[src/rtl/a2card_arb_pkg.sv]
//------------------------------------------------------------------------------
// Package : a2card_arb_pkg
// Purpose : Shared types for the slot-card arbiter: arbitration mode selector
//           and grant state machine encoding.
// Revision: 1.0 - initial release
//------------------------------------------------------------------------------
`default_nettype none

package a2card_arb_pkg;

  // Arbitration policy selected at elaboration time.
  typedef enum logic [0:0] {
    ARB_FIXED = 1'b0,  // lowest card index wins
    ARB_RR    = 1'b1   // round-robin from the rotating pointer
  } arb_mode_e;

  // Per-bus-cycle grant state.
  typedef enum logic [0:0] {
    ST_IDLE    = 1'b0,
    ST_GRANTED = 1'b1
  } grant_state_e;

endpackage

`default_nettype wire

[src/rtl/rr_priority_encoder.sv]
//------------------------------------------------------------------------------
// Module  : rr_priority_encoder
// Purpose : Finds the first asserted request at or after a start pointer,
//           wrapping from N-1 back to 0. Tying the pointer to zero gives a
//           plain lowest-index-first priority encoder.
// Ports   : i_req        N-bit request vector
//           i_ptr        start index for the search
//           o_grant_oh   one-hot winner (all-zero if no request)
//           o_grant_idx  binary winner index (0 if no request)
// Revision: 1.0 - initial release
//------------------------------------------------------------------------------
`default_nettype none

module rr_priority_encoder #(
  parameter int N  = 4,
  parameter int IW = $clog2(N)
) (
  input  logic [N-1:0]  i_req,
  input  logic [IW-1:0] i_ptr,
  output logic [N-1:0]  o_grant_oh,
  output logic [IW-1:0] o_grant_idx
);

  logic w_found;
  int   w_j;

  // Walk the N candidates in rotated order; the first hit is latched by
  // w_found so later candidates cannot override it.
  always_comb begin
    o_grant_oh  = '0;
    o_grant_idx = '0;
    w_found     = 1'b0;
    w_j         = 0;
    for (int k = 0; k < N; k++) begin
      w_j = (int'(i_ptr) + k) % N;
      if (!w_found && i_req[w_j]) begin
        w_found         = 1'b1;
        o_grant_oh[w_j] = 1'b1;
        o_grant_idx     = IW'(w_j);
      end
    end
  end

endmodule

`default_nettype wire

[src/rtl/slot_card_arbiter.sv]
//------------------------------------------------------------------------------
// Module  : slot_card_arbiter
// Purpose : Arbitrates N slot-card read responses onto the single bus
//           data-out path with the grant locked for a whole bus cycle,
//           flags/counts collisions, and aggregates masked card IRQs with
//           sticky, acknowledgeable pending bits.
// Ports   : clk_logic / system_reset_n  logic clock, sync active-low reset
//           phi1_posedge_i               start-of-bus-cycle pulse
//           rd_en_i, data_i              per-card read request and data
//           bus_data_i                   default data when nobody is granted
//           irq_n_i, irq_mask_i,         per-card IRQ (active-low), mask,
//           irq_ack_i                    write-1-to-clear pending acks
//           data_out_en_o, data_out_o    registered bus data-out path
//           grant_o, grant_idx_o         current grant (one-hot / index)
//           collision_o, collision_count_o  collision pulse / saturating count
//           irq_n_o, irq_pending_o       aggregate IRQ / sticky pending bits
// Revision: 1.0 - initial release
//------------------------------------------------------------------------------
`default_nettype none

module slot_card_arbiter
  import a2card_arb_pkg::*;
#(
  parameter int        NUM_CARDS  = 4,
  parameter int        DATA_WIDTH = 8,
  parameter arb_mode_e ARB_MODE   = ARB_FIXED,
  parameter int        CNT_WIDTH  = 16
) (
  input  logic                                  clk_logic,
  input  logic                                  system_reset_n,
  input  logic                                  phi1_posedge_i,
  input  logic [NUM_CARDS-1:0]                  rd_en_i,
  input  logic [NUM_CARDS-1:0][DATA_WIDTH-1:0]  data_i,
  input  logic [DATA_WIDTH-1:0]                 bus_data_i,
  input  logic [NUM_CARDS-1:0]                  irq_n_i,
  input  logic [NUM_CARDS-1:0]                  irq_mask_i,
  input  logic [NUM_CARDS-1:0]                  irq_ack_i,
  output logic                                  data_out_en_o,
  output logic [DATA_WIDTH-1:0]                 data_out_o,
  output logic [NUM_CARDS-1:0]                  grant_o,
  output logic [$clog2(NUM_CARDS)-1:0]          grant_idx_o,
  output logic                                  collision_o,
  output logic [CNT_WIDTH-1:0]                  collision_count_o,
  output logic                                  irq_n_o,
  output logic [NUM_CARDS-1:0]                  irq_pending_o
);

  localparam int IW = $clog2(NUM_CARDS);

  grant_state_e           r_state;
  logic [IW-1:0]          r_rr_ptr;
  logic                   r_coll_seen;
  logic                   r_en;
  logic [DATA_WIDTH-1:0]  r_data;
  logic [NUM_CARDS-1:0]   r_grant;
  logic [IW-1:0]          r_grant_idx;
  logic                   r_coll;
  logic [CNT_WIDTH-1:0]   r_coll_cnt;
  logic                   r_irq_n;
  logic [NUM_CARDS-1:0]   r_pending;

  logic [IW-1:0]          w_start;
  logic [NUM_CARDS-1:0]   w_win_oh;
  logic [IW-1:0]          w_win_idx;
  logic [IW-1:0]          w_ptr_next;
  logic                   w_any;
  logic                   w_rearb;
  logic                   w_multi;
  logic                   w_intrude;
  logic                   w_seen;
  logic                   w_coll;
  logic [NUM_CARDS-1:0]   w_irq_req;

  // Fixed priority is the round-robin search with the pointer pinned at 0.
  assign w_start = (ARB_MODE == ARB_RR) ? r_rr_ptr : '0;

  rr_priority_encoder #(
    .N  (NUM_CARDS),
    .IW (IW)
  ) u_enc (
    .i_req       (rd_en_i),
    .i_ptr       (w_start),
    .o_grant_oh  (w_win_oh),
    .o_grant_idx (w_win_idx)
  );

  assign w_any      = |rd_en_i;
  // A bus-cycle boundary releases the lock and allows same-cycle re-arbitration.
  assign w_rearb    = (r_state == ST_IDLE) || phi1_posedge_i;
  assign w_ptr_next = (w_win_idx == IW'(NUM_CARDS - 1)) ? '0 : w_win_idx + IW'(1);

  // x & (x-1) clears the lowest set bit; anything left means >= 2 requesters.
  assign w_multi   = |(rd_en_i & (rd_en_i - NUM_CARDS'(1)));
  assign w_intrude = (r_state == ST_GRANTED) && !phi1_posedge_i && |(rd_en_i & ~r_grant);
  // The one-pulse-per-bus-cycle guard is forgotten at the cycle boundary.
  assign w_seen    = r_coll_seen && !phi1_posedge_i;
  assign w_coll    = (w_multi || w_intrude) && !w_seen;

  assign w_irq_req = ~irq_n_i & irq_mask_i;

  always_ff @(posedge clk_logic) begin
    if (!system_reset_n) begin
      r_state     <= ST_IDLE;
      r_rr_ptr    <= '0;
      r_coll_seen <= 1'b0;
      r_en        <= 1'b0;
      r_data      <= '0;
      r_grant     <= '0;
      r_grant_idx <= '0;
      r_coll      <= 1'b0;
      r_coll_cnt  <= '0;
      r_irq_n     <= 1'b1;
      r_pending   <= '0;
    end else begin
      if (w_rearb) begin
        if (w_any) begin
          r_state     <= ST_GRANTED;
          r_grant     <= w_win_oh;
          r_grant_idx <= w_win_idx;
          r_en        <= 1'b1;
          r_data      <= data_i[w_win_idx];
          if (ARB_MODE == ARB_RR) begin
            r_rr_ptr <= w_ptr_next;
          end
        end else begin
          r_state     <= ST_IDLE;
          r_grant     <= '0;
          r_grant_idx <= '0;
          r_en        <= 1'b0;
          r_data      <= bus_data_i;
        end
      end else begin
        // Locked: keep the winner, follow its live data.
        r_data <= data_i[r_grant_idx];
      end

      r_coll      <= w_coll;
      r_coll_seen <= w_seen || w_coll;
      if (w_coll && (r_coll_cnt != '1)) begin
        r_coll_cnt <= r_coll_cnt + CNT_WIDTH'(1);
      end

      // New request wins over a simultaneous acknowledge.
      r_pending <= w_irq_req | (r_pending & ~irq_ack_i);
      r_irq_n   <= ~|w_irq_req;
    end
  end

  assign data_out_en_o     = r_en;
  assign data_out_o        = r_data;
  assign grant_o           = r_grant;
  assign grant_idx_o       = r_grant_idx;
  assign collision_o       = r_coll;
  assign collision_count_o = r_coll_cnt;
  assign irq_n_o           = r_irq_n;
  assign irq_pending_o     = r_pending;

endmodule

`default_nettype wire

[config.mk]
export PLATFORM = sky130hd
export DESIGN_NAME = slot_card_arbiter
export DESIGN_NICKNAME = d
export VERILOG_FILES = /design/src/rtl/a2card_arb_pkg.sv /design/src/rtl/rr_priority_encoder.sv /design/src/rtl/slot_card_arbiter.sv
export SDC_FILE = /design/constraint.sdc
export NUM_CORES = 1
export LEC_CHECK = 0
export ABC_AREA = 1
export CAP_MARGIN = 0
export CORE_MARGIN = 2
export CORE_UTILIZATION = 49
export CTS_BUF_LIST = sky130_fd_sc_hd__clkbuf_8
export CTS_CLUSTER_DIAMETER = 150
export DETAILED_ROUTE_END_ITERATION = 12
export MAX_ROUTING_LAYER = met4
export PLACE_DENSITY = 0.86
export SETUP_SLACK_MARGIN = 0.2
export SLEW_MARGIN = 0
export SYNTH_ARGS = -nofsm -noshare
export SYNTH_HDL_FRONTEND = slang
export SYNTH_SLANG_ARGS = --single-unit
[constraint.sdc]
create_clock -name clk_logic -period 4.6 [get_ports clk_logic]
set_input_delay 0.46 -clock clk_logic [delete_from_list [all_inputs] [get_ports clk_logic]]
set_output_delay 0.46 -clock clk_logic [all_outputs]
set_load 0.05 [all_outputs]
Word level (Yosys, flattened, before mapping)
Cells that the tools add are included.

Bits in registers: 38.

Add/sub/neg operators: 2. Order comparisons: 2. Eq/ne operators: 1. Muxes and demuxes: 19. Bitwise operators: 9. Reductions and logical operators: 21.

Operators with widths (number): $bmux 8 s2 (2); $mux 8 (4); $add 16x1->16 const B (1); $and 4x4->4 (4); $ne 16x16->1 const B (1); $reduce_or 4->1 (4); $not 4->4 (3); $logic_and 1x1->1 (8); $mux 2 (4); $mux 4 (2); $logic_not 1->1 (6); $lt 2x3->1 const B (2); $mux 1 (6); $or 4x4->4 (1); $sub 4x1->4 const B (1); $logic_or 1x1->1 (3); $mux 3 (1); $not 1->1 (1).

Depth between registers and ports, before layout
Word-level depth: 14. Gate-level depth with buffers: 11. Mapped depth without buffers: 10.

Hierarchy
Synthesis repeated with hierarchy kept, for this count alone.

Cell total of the unflattened synthesis: 486. Area, all modules: 3017.9 um^2.

By module, submodules not included: slot_card_arbiter (instances 1, cells an instance 404, area an instance 2502.4 um^2, seq. area each 760.7 um^2); rr_priority_encoder (instances 1, cells an instance 82, area an instance 515.5 um^2, seq. area each 0.0 um^2).

Worst setup path after synthesis
No wires, ideal clock.

Path type: register -> register. From: register r_coll_cnt[1] (netlist: collision_count_o[1]). To: register r_coll_cnt[4] (netlist: collision_count_o[4]). Arrival: 1.793 ns. Data required time: 4.462 ns. Path slack: 2.670 ns. Cell stages (with the launch flop): 8. Path buffers: 1. Clock period less this slack: 1.930 ns. Path through: dfxtp_1 ha_1 nand2_2 nor2_4 nand4_4 clkbuf_1 nand4_1 a21oi_2.

Word-level cells in the longest chain between the ends: 2.

Ends and longest elaborated chain: from (decl) (RTL line slot_card_arbiter.sv:58) `logic [CNT_WIDTH-1:0] r_coll_cnt;`; from (signal assigned) (RTL line slot_card_arbiter.sv:140) `r_coll_cnt <= r_coll_cnt + CNT_WIDTH'(1);`; branches (longest 2 deep; another with $add 16x1->16).

Parallel ways; which one is timed is not known. A chain may end at the register's enable or synchronous reset.

Worst setup path in the final report
From: input phi1_posedge_i. To: register r_coll_cnt[9] (netlist: collision_count_o[9]).

Word-level cells in the longest chain between the ends: 6.

Ends and longest elaborated chain: from (decl) (RTL line slot_card_arbiter.sv:31) `input logic phi1_posedge_i,`; $logic_not 1->1 (*) (RTL line slot_card_arbiter.sv:94, slot_card_arbiter.sv:96); $logic_and 1x1->1 (2 in a row) (RTL line slot_card_arbiter.sv:94) `assign w_intrude = (r_state == ST_GRANTED) && !phi1_posedge_i && |(rd_en_i & ~r_grant);`; $logic_or 1x1->1 (RTL line slot_card_arbiter.sv:97) `assign w_coll = (w_multi || w_intrude) && !w_seen;`; $logic_and 1x1->1 (*) (RTL line slot_card_arbiter.sv:97); $logic_and 1x1->1 (*) (RTL line slot_card_arbiter.sv:139) `if (w_coll && (r_coll_cnt != '1)) begin`.

Every way passes the cells marked *; elsewhere a longest branch is shown, timed or not.

==> impl_metrics.tcl <==
set metrics [dict create \
    initial_core_util 0.499 \
    port-buffer-count 95 \
    cts_made_buffers 5 \
    cp.required_ns 4.74 \
    maxCapViolations 0 \
    r2r_cells 7 \
    ctsResizeCount 0 \
    cp_cell_sequence "clkdlybuf4s50_1 -> inv_1 -> nand2_1 -> inv_1 -> o21ai_0 -> nand2_1 -> nand3_2 -> nand2_1 -> a21oi_2" \
    cts_max_level 2 \
    slew_headroom 0.413 \
    cts_sinks 38 \
    postCtsSetupRepairBufs 0 \
    die_area_sq_um 5720 \
    dp_hpwl_mm 5.16 \
    remaining_drc_errors 0 \
    tightest_slew_ns 0.880 \
    cp-end-kind "register" \
    syn_nets 470 \
    p_per_area_nw_per_um2 235 \
    cts_tree "done" \
    drtPass1Iterations 5 \
    cp_max_fo 15 \
    rows 26 \
    dr.first_iter.drc_count 163 \
    first_global_vias 2606 \
    syn_inst 410 \
    combPwrFrac 0.292 \
    min_period_ns 2.51 \
    setup_viol 0 \
    min_to "irq_pending_o[2]" \
    crit_type "primary input to register" \
    cts_root_buffer "clkbuf_8" \
    multi_input_area_sq_um 1460 \
    crit_path_frequent_cell "nand2_1" \
    wl_per_cell_um 12.1 \
    grt_max_degree 35 \
    finalPower_uw 839 \
    ctsLongestPathBuffers 2 \
    ys_warn_count 0 \
    num-fill-cells 424 \
    clock.fmax_mhz 398 \
    synth.yosys.seq_area_share 0.302 \
    synth_edf_count 0 \
    switching_share 0.326 \
    core_region_area_sq_um 5040 \
    clkLatencyLatePin_ns 0.29 \
    ctsHoldBuffers 0 \
    avgSynthCellArea_sq_um 6.13 \
    nNetsFinal 557 \
    rsz0062_at_grt "no" \
    ys_types 29 \
    hold_class "register to register" \
    synth-seq-cells 38 \
    regArea_sq_um 761 \
    grt.total_usage 0.255 \
    n_antenna_cell 0 \
    r2r_slack_ns 2.38 \
    vias 2915 \
    arrival_ns 2.65 \
    holdPathStages 2 \
    worst_path_max_delay_cell "clkdlybuf4s50_1" \
    via_per_inst 5.13 \
    max_stage_delay_ns 0.40 \
    fp.dieW_um 75.6 \
    clock_power_share 0.283 \
    p_switching_uw 274 \
    die_h_um 75.6 \
    synthArstFlopShare 0 \
    r2r-start "data_out_en_o" \
    status "completed" \
    grt_pass1_wl_mm 11.1 \
    power_frac_seq 0.425 \
    tns_ns 0 \
    reg2reg_to "collision_count_o[9]" \
    start_kind "primary input" \
    gp_routability_congestion 0.892 \
    syn-cell-area_sq_um 2510 \
    routed_wl_mm 6.88 \
    gr-total-overflow 0 \
    slew_violations 0 \
    hold_violations 0 \
    intPower_uw 565 \
    synthToLayoutAreaGrowth_pct 42.1 \
    finClkSkew_ns 0.00768 \
    layout-drive-gt1-share 0.0602 \
    yosys_most_used_dff "dfxtp_1" \
    peakVddDrop_v 0.000184 \
    worstHoldStart "irq_pending_o[2]" \
    ios 96 \
    ant_nets 0 \
    clk_pin_slew_worst_paths_ns 0.07 \
    fin_crit_sh 0.546 \
    power_leakage_nw 1.52 \
    antenna_found_initial 0 \
]
layer usage:
| metal | GRT usage | part of all wire | up-vias |
|---|---|---|---|
| li1 | - | - | 1498 |
| met2 | 0.419 | 0.49 | 111 |
| met4 | 0.0702 | 0.011 | 0 |
| met5 | - | 0 | - |
| met1 | 0.320 | 0.44 | 1296 |
| met3 | 0.0503 | 0.059 | 10 |
area by class of cell:
cell class	instances	share of cell area
Multi-Input combinational cell	297	0.407
Tap cell	70	0.0245
Timing Repair Buffer	96	0.268
Clock inverter	2	0.00245
Inverter	59	0.0620
Sequential cell	38	0.213
Clock buffer	6	0.0231
cell usage after synthesis, types with 2 or more instances:
library cell  number  area [sq um]
xor2_1             5          43.8
nor2_4             2          22.5
xnor2_1            2          17.5
inv_1             56           210
nand4_1           12          75.1
nand2_2            4          25.0
o21ai_0           31           155
dfxtp_1           38           761
or2_1              2          12.5
nor2_2             3          18.8
nor2_1            42           158
clkbuf_1           9          33.8
o21ai_1            4          20.0
buf_2              5          25.0
nand3_1           21           105
a21oi_1           39           195
nand2_1          106           398
inv_2              3          11.3
a21oi_2            8          70.1
nand3b_1           3          22.5
a211oi_1           2          15.0
o211ai_1           6          45.0
critical path, delay by kind of cell:
kind	cells	cell delay (ns)
simple gates	4	1.12
compound gates	2	0.21
buf+inv	3	0.86
per-stage QoR:
stage / instances / hold WS [ns] / worst slack (ns) / area (sq um) / util
2_1_floorplan: 410 / 0.619 / 2.67 / 2510 / -
3_3_place_gp: 560 / 0.447 / 1.90 / 3480 / 0.691
3_5_place_dp: 560 / 0.457 / 1.81 / 3480 / 0.691
4_1_cts: 568 / 0.467 / 2.11 / 3570 / 0.709
6_report: 568 / 0.463 / 2.09 / 3570 / 0.709
5_1_grt: 568 / 0.495 / 1.91 / 3570 / 0.709
worst max-delay path by stage:
stage | depth (start not counted) | end | from | slack, ns
final | 9 | collision_count_o[9] | phi1_posedge_i | 2.09
after global placement | 9 | collision_count_o[6] | phi1_posedge_i | 1.90
after global routing | 9 | collision_count_o[4] | phi1_posedge_i | 1.91
after detailed placement | 9 | collision_count_o[9] | phi1_posedge_i | 1.81
after floorplan | 7 | collision_count_o[4] | collision_count_o[1] | 2.67
after CTS | 9 | collision_count_o[9] | phi1_posedge_i | 2.11
cells in the final DEF (no fill, tap or decap), drive strengths merged:
cell type,n
a211oi,2
a21oi,47
a22oi,1
buf,1
clkbuf,6
clkdlybuf4s50,95
clkinv,1
dfxtp,38
ha,1
inv,60
nand2,110
nand3,22
nand3b,3
nand4,13
nor2,47
nor3,1
o211ai,6
o21ai,35
or2,2
xnor2,2
xor2,5
state kept, by name, summed over array words and instances, names as in the netlist:
signal and cells:
irq_n_o 1, grant_idx_o 2, data_out_en_o 1, grant_o 4, data_out_o 8, irq_pending_o 4, collision_o 1, collision_count_o 16
r_coll_seen 1
power groups by stage:
stage | Sequential (mW) | Clock, mW | Combinational (mW)
after CTS | 0.357 | 0.242 | 0.245
final | 0.357 | 0.237 | 0.245
after floorplan | 0.421 | 0 | 0.0862
after global placement | 0.364 | 0 | 0.241
after global routing | 0.359 | 0.255 | 0.267
after detailed placement | 0.364 | 0 | 0.244
kinds of logic (layout without fill, tap and decap cells):
| kind of cell | count (synthesis) | count (layout) | synth area share |
|---|---|---|---|
| buffers and inverters | 75 | 163 | 0.119 |
| adder cells (fa/ha/maj) | 1 | 1 | 0.00497 |
| flip-flops | 38 | 38 | 0.302 |
| XOR/XNOR | 7 | 7 | 0.0244 |
| AO/OA/AOI/OAI | 91 | 91 | 0.202 |
| AND/OR/NAND/NOR | 198 | 198 | 0.347 |
Power figures use the tool's default switching activity.
